**src/rtl/inst_prefetch_decoder.sv**
```systemverilog
// Instruction prefetch queue and 1/2-byte instruction assembler for the 16-bit CPU front end.
// Bytes stream in from a byte-wide memory port; whole instructions leave through a valid/ready register.
module inst_prefetch_decoder #(
  parameter int                QDEPTH   = 4,
  parameter int                ADDR_W   = 16,
  parameter logic [ADDR_W-1:0] RESET_PC = '0
) (
  input  logic              clk,
  input  logic              rst_n,
  input  logic              flush,
  input  logic [ADDR_W-1:0] flush_pc,
  output logic              fetch_req,
  output logic [ADDR_W-1:0] fetch_addr,
  input  logic              fetch_ack,
  input  logic [7:0]        fetch_data,
  output logic              out_valid,
  input  logic              out_ready,
  output logic [15:0]       out_inst,
  output logic [ADDR_W-1:0] out_pc,
  output logic [1:0]        out_bytes,
  output logic [4:0]        out_op,
  output logic [2:0]        out_mode
);

  localparam int PW = (QDEPTH > 1) ? $clog2(QDEPTH) : 1;
  localparam int CW = PW + 1;
  localparam logic [CW-1:0] DEPTH_C = CW'(QDEPTH);

  logic              started;
  logic [7:0]        queue_mem [QDEPTH];
  logic [PW-1:0]     rd_ptr;
  logic [PW-1:0]     wr_ptr;
  logic [PW-1:0]     rd_ptr_next;
  logic [CW-1:0]     count;
  logic [ADDR_W-1:0] head_pc;

  logic [7:0]        head_b0;
  logic [7:0]        head_b1;
  logic              head_long;
  logic [CW-1:0]     head_len;
  logic              head_ready;
  logic [15:0]       head_inst;
  logic              slot_free;
  logic              load;
  logic              push;
  logic [CW-1:0]     pop_len;

  // Pointer arithmetic wraps naturally because QDEPTH is a power of two.
  assign rd_ptr_next = rd_ptr + PW'(1);
  assign head_b0     = queue_mem[rd_ptr];
  assign head_b1     = queue_mem[rd_ptr_next];
  assign head_long   = head_b0[7];
  assign head_len    = head_long ? CW'(2) : CW'(1);
  assign head_ready  = (count >= head_len);
  assign head_inst   = head_long ? {head_b0, head_b1} : {head_b0, 8'h00};

  assign slot_free = !out_valid || out_ready;
  assign load      = slot_free && head_ready;
  assign pop_len   = load ? head_len : '0;

  assign fetch_req = started && !flush && (count < DEPTH_C);
  assign push      = fetch_req && fetch_ack;

  assign out_op    = out_inst[15:11];
  assign out_mode  = out_inst[10:8];

  always_ff @(posedge clk or negedge rst_n) begin
    if (!rst_n) begin
      started <= 1'b0;
    end else begin
      started <= 1'b1;
    end
  end

  always_ff @(posedge clk) begin
    if (push) begin
      queue_mem[wr_ptr] <= fetch_data;
    end
  end

  // Flush wins over any push or pop presented in the same cycle.
  always_ff @(posedge clk or negedge rst_n) begin
    if (!rst_n) begin
      rd_ptr     <= '0;
      wr_ptr     <= '0;
      count      <= '0;
      fetch_addr <= RESET_PC;
      head_pc    <= RESET_PC;
    end else if (flush) begin
      rd_ptr     <= '0;
      wr_ptr     <= '0;
      count      <= '0;
      fetch_addr <= flush_pc;
      head_pc    <= flush_pc;
    end else begin
      if (push) begin
        wr_ptr     <= wr_ptr + PW'(1);
        fetch_addr <= fetch_addr + ADDR_W'(1);
      end
      if (load) begin
        rd_ptr  <= rd_ptr + PW'(head_len);
        head_pc <= head_pc + ADDR_W'(head_len);
      end
      count <= count + CW'(push) - pop_len;
    end
  end

  always_ff @(posedge clk or negedge rst_n) begin
    if (!rst_n) begin
      out_valid <= 1'b0;
      out_inst  <= 16'h0000;
      out_pc    <= RESET_PC;
      out_bytes <= 2'd1;
    end else if (flush) begin
      out_valid <= 1'b0;
    end else if (slot_free) begin
      out_valid <= head_ready;
      if (head_ready) begin
        out_inst  <= head_inst;
        out_pc    <= head_pc;
        out_bytes <= head_long ? 2'd2 : 2'd1;
      end
    end
  end

endmodule

```
**config.mk**
```make
export PLATFORM = sky130hd
export DESIGN_NAME = inst_prefetch_decoder
export DESIGN_NICKNAME = d
export VERILOG_FILES = /design/src/rtl/inst_prefetch_decoder.sv
export SDC_FILE = /design/constraint.sdc
export NUM_CORES = 1
export LEC_CHECK = 0
export ABC_CLOCK_PERIOD_IN_PS = 4400
export CAP_MARGIN = 20
export CORE_MARGIN = 3
export CORE_UTILIZATION = 40
export DETAILED_ROUTE_END_ITERATION = 7
export PLACE_DENSITY = 0.66
export SLEW_MARGIN = 0
export SYNTH_ARGS = -nofsm -noshare
export SYNTH_HDL_FRONTEND = slang
export SYNTH_SLANG_ARGS = --single-unit
```
**constraint.sdc**
```tcl
create_clock -name clk -period 4.4 [get_ports clk]
set_input_delay 0.66 -clock clk [delete_from_list [all_inputs] [get_ports clk]]
set_output_delay 0.66 -clock clk [all_outputs]
set_load 0.02 [all_outputs]
```
; Word-level counts from Yosys, hierarchy flattened
; Memories as Yosys holds them, arrays and structs flattened.
; Index checks and enable logic that the tools add are counted.
[totals]
n_memories = 1
in_bits = 29
out_inout_bits = 60
elab_cells = 49
ff_bits = 75
mem_bits_rw = 32
[mem_list]
columns = memory, words, word_bits, read_ports, rd_ports_with_merged_regs, wr, line_no
row1 = queue_mem, 4, 8, 2, 0, 1, 30  ; logic [7:0] queue_mem [QDEPTH];
[classes]
muxes = 17
order_cmp = 2
reduce_logical = 11
n_bitwise = 1
n_addsub = 7
[ops]
columns = op, n
row1 = 16-bit two-way mux, 5
row2 = "16-bit by 1-bit adder with 16-bit output, second input constant", 1
row3 = 16-bit by 2-bit adder with 16-bit output, 1
row4 = 2-bit two-way mux, 7
row5 = 2-bit nonzero test, 3
row6 = "2-bit by 1-bit adder with 2-bit output, second input constant", 2
row7 = 1-bit logical AND, 4
row8 = 1-bit two-way mux, 4
row9 = 3-bit by 1-bit adder with 3-bit output, 1
row10 = 3-bit by 2-bit >= comparator with 1-bit output, 1
row11 = "3-bit < comparator, second input constant", 1
row12 = 3-bit two-way mux, 1
row13 = 3-bit AND reduction, 1
row14 = 3-bit by 2-bit subtractor with 3-bit output, 1
row15 = 2-bit adder, 1
row16 = 1-bit logical NOT, 2
row17 = 1-bit logical OR, 1
row18 = 1-bit NOT, 1

; Logic depth before layout (Yosys ltp)
[depth]
ltp_word = 7
depth_mapped = 16
mapped_depth_nobuf = 13

; Least setup slack after synthesis
; OpenSTA, ideal clock, no wires.
[synth_timing]
kind = register -> register
startpoint = reg rd_ptr[0]
endpoint = reg count[2]
synth_period_minus_slack_ns = 3.696
t_arrival_ns = 3.564
required_ns = 4.268
setup_ns = 0.132
path_stages_with_launch = 17
n_path_buf = 3
slack_ns = 0.704
path_cell_list = dfrtp_1 > buf_2 > mux2_2 > mux2i_4 > ha_1 > nand2b_1 > a211oi_1 > buf_2 > buf_2 > nor3_1 > ha_1 > inv_1 > ha_1 > inv_1 > fa_1 > xnor2_1 > nor2_1
[synth_between]
elab_chain_cells = 7
[synth_lines]
columns = item, line_no
row1 = from (decl), 31  ; logic [PW-1:0] rd_ptr;
row2 = from (signal assigned), 101  ; rd_ptr <= rd_ptr + PW'(head_len);
row3 = memory read 4 x 8 bit (*), n/a
row4 = 2-bit two-way mux (*), 53  ; assign head_len = head_long ? CW'(2) : CW'(1);
row5 = named net head_len[0], 40  ; logic [CW-1:0] head_len;
row6 = 3-bit by 2-bit >= comparator with 1-bit output, 54  ; assign head_ready = (count >= head_len);
row7 = 1-bit logical AND, 58  ; assign load = slot_free && head_ready;
row8 = 2-bit two-way mux (*), 59  ; assign pop_len = load ? head_len : '0;
row9 = 3-bit by 2-bit subtractor with 3-bit output (*), 104  ; count <= count + CW'(push) - pop_len;
row10 = 3-bit two-way mux (*), 89  ; end else if (flush) begin
row11 = to (signal assigned), 104
row12 = to (decl), 34  ; logic [CW-1:0] count;
; The timed path passes the listed nets; every way through them passes the cells marked *.
; A chain may end at the register's enable or synchronous reset.

; Final worst setup path
; Ends and elaborated chain as after synthesis.

==> impl_metrics.py <==
metrics = {
    "run_status": {
        "status": "finished, final reports clean",
    },
    "timing": {
        "timing.clock.skew_ns": 0.0141,
        "setup_tns_ns": 0,
        "final_hold_viol_count": 0,
        "final-setup-viol-count": 0,
        "fin_ws_ns": 0.871,
        "fin_crit_sh": 0.802,
        "min_period_ns": 3.53,
        "drv_slew": 0,
        "slew_headroom": 0.355,
        "rsz0062_at_grt": "false",
        "fmax_mhz": 283,
        "tightest_slew_ns": 0.968,
    },
    "cts": {
        "cts_htree_levels": 3,
        "cts_tree": "yes",
        "ctsHoldBuffers": 0,
        "numCtsBuffers": 9,
        "cts-resized-gates": 0,
        "clk_latency_ns": 0.36,
        "ctsRootBufferMaster": "clkbuf_16",
        "cts.path.max_buffers": 2,
        "cts.clk_slew.worst_paths_ns": 0.08,
        "cts.sinks": 106,
        "postCtsSetupBuffers": 0,
    },
    "placement": {
        "dpl.cell_count": 654,
        "portBuffers": 88,
        "post-dp-hpwl_mm": 8.30,
        "place_ws_ns": 0.878,
        "globalplace.congestion": 0.791,
    },
    "drt": {
        "firstDrtPassIters": 4,
        "drt_wl_total_mm": 11.8,
        "avgRoutedWirePerCell_um": 17.6,
        "vias": 3640,
        "drt.antenna.violating_nets": 0,
        "vias_per_cell": 5.43,
        "drcViolationCount": 0,
        "drtIter0Drc": 277,
    },
    "floorplan": {
        "ios": 89,
        "die_w_um": 121,
        "die_area_mm2": 0.0146,
        "core_mm2": 0.0127,
        "row_count": 41,
        "start_util": 0.413,
        "die_y_um": 121,
    },
    "global_route": {
        "grt_pass1_vias": 3622,
        "grt_max_degree": 75,
        "grt_util_all_layers": 0.169,
        "grt_pass1_wl_mm": 19.2,
        "overflow": 0,
        "antenna_found_initial": 0,
    },
    "synthesis": {
        "ys_seq_area_frac": 0.535,
        "yosysUniqueCellTypes": 52,
        "synthCells": 417,
        "synth_top_area_cell": "dfrtp_1",
        "netlist_area_mm2": 0.00526,
        "ys_seq_elements": 106,
        "synth_top_area_frac": 0.348,
        "synth_edf_count": 32,
        "ys_warn_count": 0,
        "yosys-top-cells-area": "dfrtp_1, edfxtp_1, mux2_2, mux4_2, ha_1",
        "syn_avg_cell_area_um2": 12.6,
        "synth-main-ff-cell": "dfrtp_1",
        "synth-async-reset-ratio": 0.698,
        "synthesis.nets": 461,
    },
    "layout": {
        "final_nets": 537,
        "syn_to_final_growth_pct": 24.2,
        "fillers": 1128,
        "finalNonFillerCells": 670,
        "drive_above_1_share": 0.177,
        "n_antenna_cell": 0,
    },
    "job": {
        "maxCapViolations": 0,
    },
    "worst_setup_path": {
        "cp.required_ns": 4.62,
        "setup.worst_path.start_class": "flop",
        "cp.arrival_ns": 3.75,
        "end_kind": "flop",
        "crit_fanout": 14,
        "critical_path_class": "reg -> reg",
        "setup.worst_path.start": "rd_ptr[0]",
        "reg2reg_from": "rd_ptr[0]",
        "ff2ff_path_depth": 13,
    },
    "power_and_ir_drop": {
        "p_leak_nw": 2.48,
        "powerDensity_mw_per_mm2": 609,
        "max-vdd-ir-drop_mv": 0.312,
    },
    "hold_path": {
        "hp-class": "in -> async",
    },
}
==> per-layer routing <==
metal  global-route usage  vias to the layer above  wire length, um
met4               0.0637                        0              216
met5                    0                        -                0
met2                0.265                      102             5730
li1                     -                     1694                -
met1                0.228                     1832             5200
met3               0.0421                       12              683
==> metrics by stage <==
stage	power, mW	utilization	area [um2]	hold WS [ns]
after floorplan	2.58	-	5260	0.364
final	3.97	0.513	6530	0.438
after detailed placement	3.22	0.490	6240	0.491
after global placement	3.18	0.490	6240	0.490
after CTS	4.01	0.513	6530	0.497
after global routing	4.22	0.513	6530	0.531
==> where the power goes <==
part	switching, mW	total, mW	leakage (nW)	internal, mW
Combinational	0.885	1.75	1.19	0.866
Sequential	0.190	1.43	1.15	1.24
Clock	0.395	0.789	0.136	0.394
==> cell usage after synthesis (4+ instances only) <==
cell / instances
a21oi_1: 12
a311oi_1: 8
a31oi_1: 12
and3_1: 7
buf_2: 9
buf_4: 9
clkbuf_1: 10
dfrtp_1: 73
edfxtp_1: 32
ha_1: 13
inv_1: 17
mux2_2: 36
mux2i_1: 4
mux4_2: 14
nand2_1: 14
nand2b_1: 6
nand3_1: 7
nand4_1: 11
nor2_1: 28
nor2b_1: 12
nor3_1: 5
nor4_1: 5
o21ai_0: 8
o31a_1: 7
or3_1: 8
xnor2_1: 4
xor2_1: 8
==> flip-flops by register name (all words and copies together), names as in the netlist <==
name	flops
rd_ptr	2
count	3
head_pc	16
fetch_addr	16
wr_ptr	2
started	1
queue_mem	32
out_pc	16
out_valid	1
out_bytes	1
out_inst	16
==> worst paths after layout <==
path / to / slack [ns]
max in group asynchronous: out_pc[7] / 3.31
hold reg to reg: out_pc[13] / 0.51
setup reg to reg: count[2] / 0.87
setup / recovery: count[2] / 0.87
hold / removal: fetch_addr[15] / 0.44
min in group clk: out_pc[13] / 0.51
==> logic make-up after synthesis <==
group / count (synthesis) / share of synthesized area
AO/OA/AOI/OAI: 64 / 0.0850
XOR/XNOR: 12 / 0.0200
adder cells (fa/ha/maj): 15 / 0.0386
buffers and inverters: 46 / 0.0428
flip-flops: 106 / 0.535
multiplexers: 55 / 0.149
other: 1 / 0.000713
AND/OR/NAND/NOR: 118 / 0.129
==> placed cells by master, fill, tap and decap left out, types with 8 or more instances in the layout <==
cell and instances:
or3_1 8, edfxtp_1 32, dfrtp_1 73, nor2_1 28, mux4_2 14, nor2b_1 12, inv_1 17, clkbuf_16 9
a21oi_1 12, clkdlybuf4s50_1 87, o21ai_0 8, nand2_1 14, nand4_1 11, mux2_2 36, xor2_1 8, ha_1 13
a311oi_1 8, a31oi_1 12
==> layout make-up <==
type                    count  area (um2)  area share
flip-flops and latches    106        2810       0.431
multi-input cells         265        2220       0.340
repair buffers             94         923       0.141
clock buffers               9         225      0.0345
well taps                 172         215      0.0330
inverters                  17        63.8     0.00978
clock inverters             7        62.6     0.00959
==> critical path: stages, from the launching register on <==
cell	delay (ns)
dfrtp_1	0.44
mux2_2	0.40
mux2i_4	0.44
ha_1	0.33
nand2b_1	0.17
a211oi_2	0.39
nor3_1	0.10
ha_1	0.31
inv_1	0.05
ha_1	0.13
inv_1	0.05
fa_1	0.37
xnor2_1	0.16
nor2_1	0.05
Note: power is estimated with default switching activity, not from simulation.
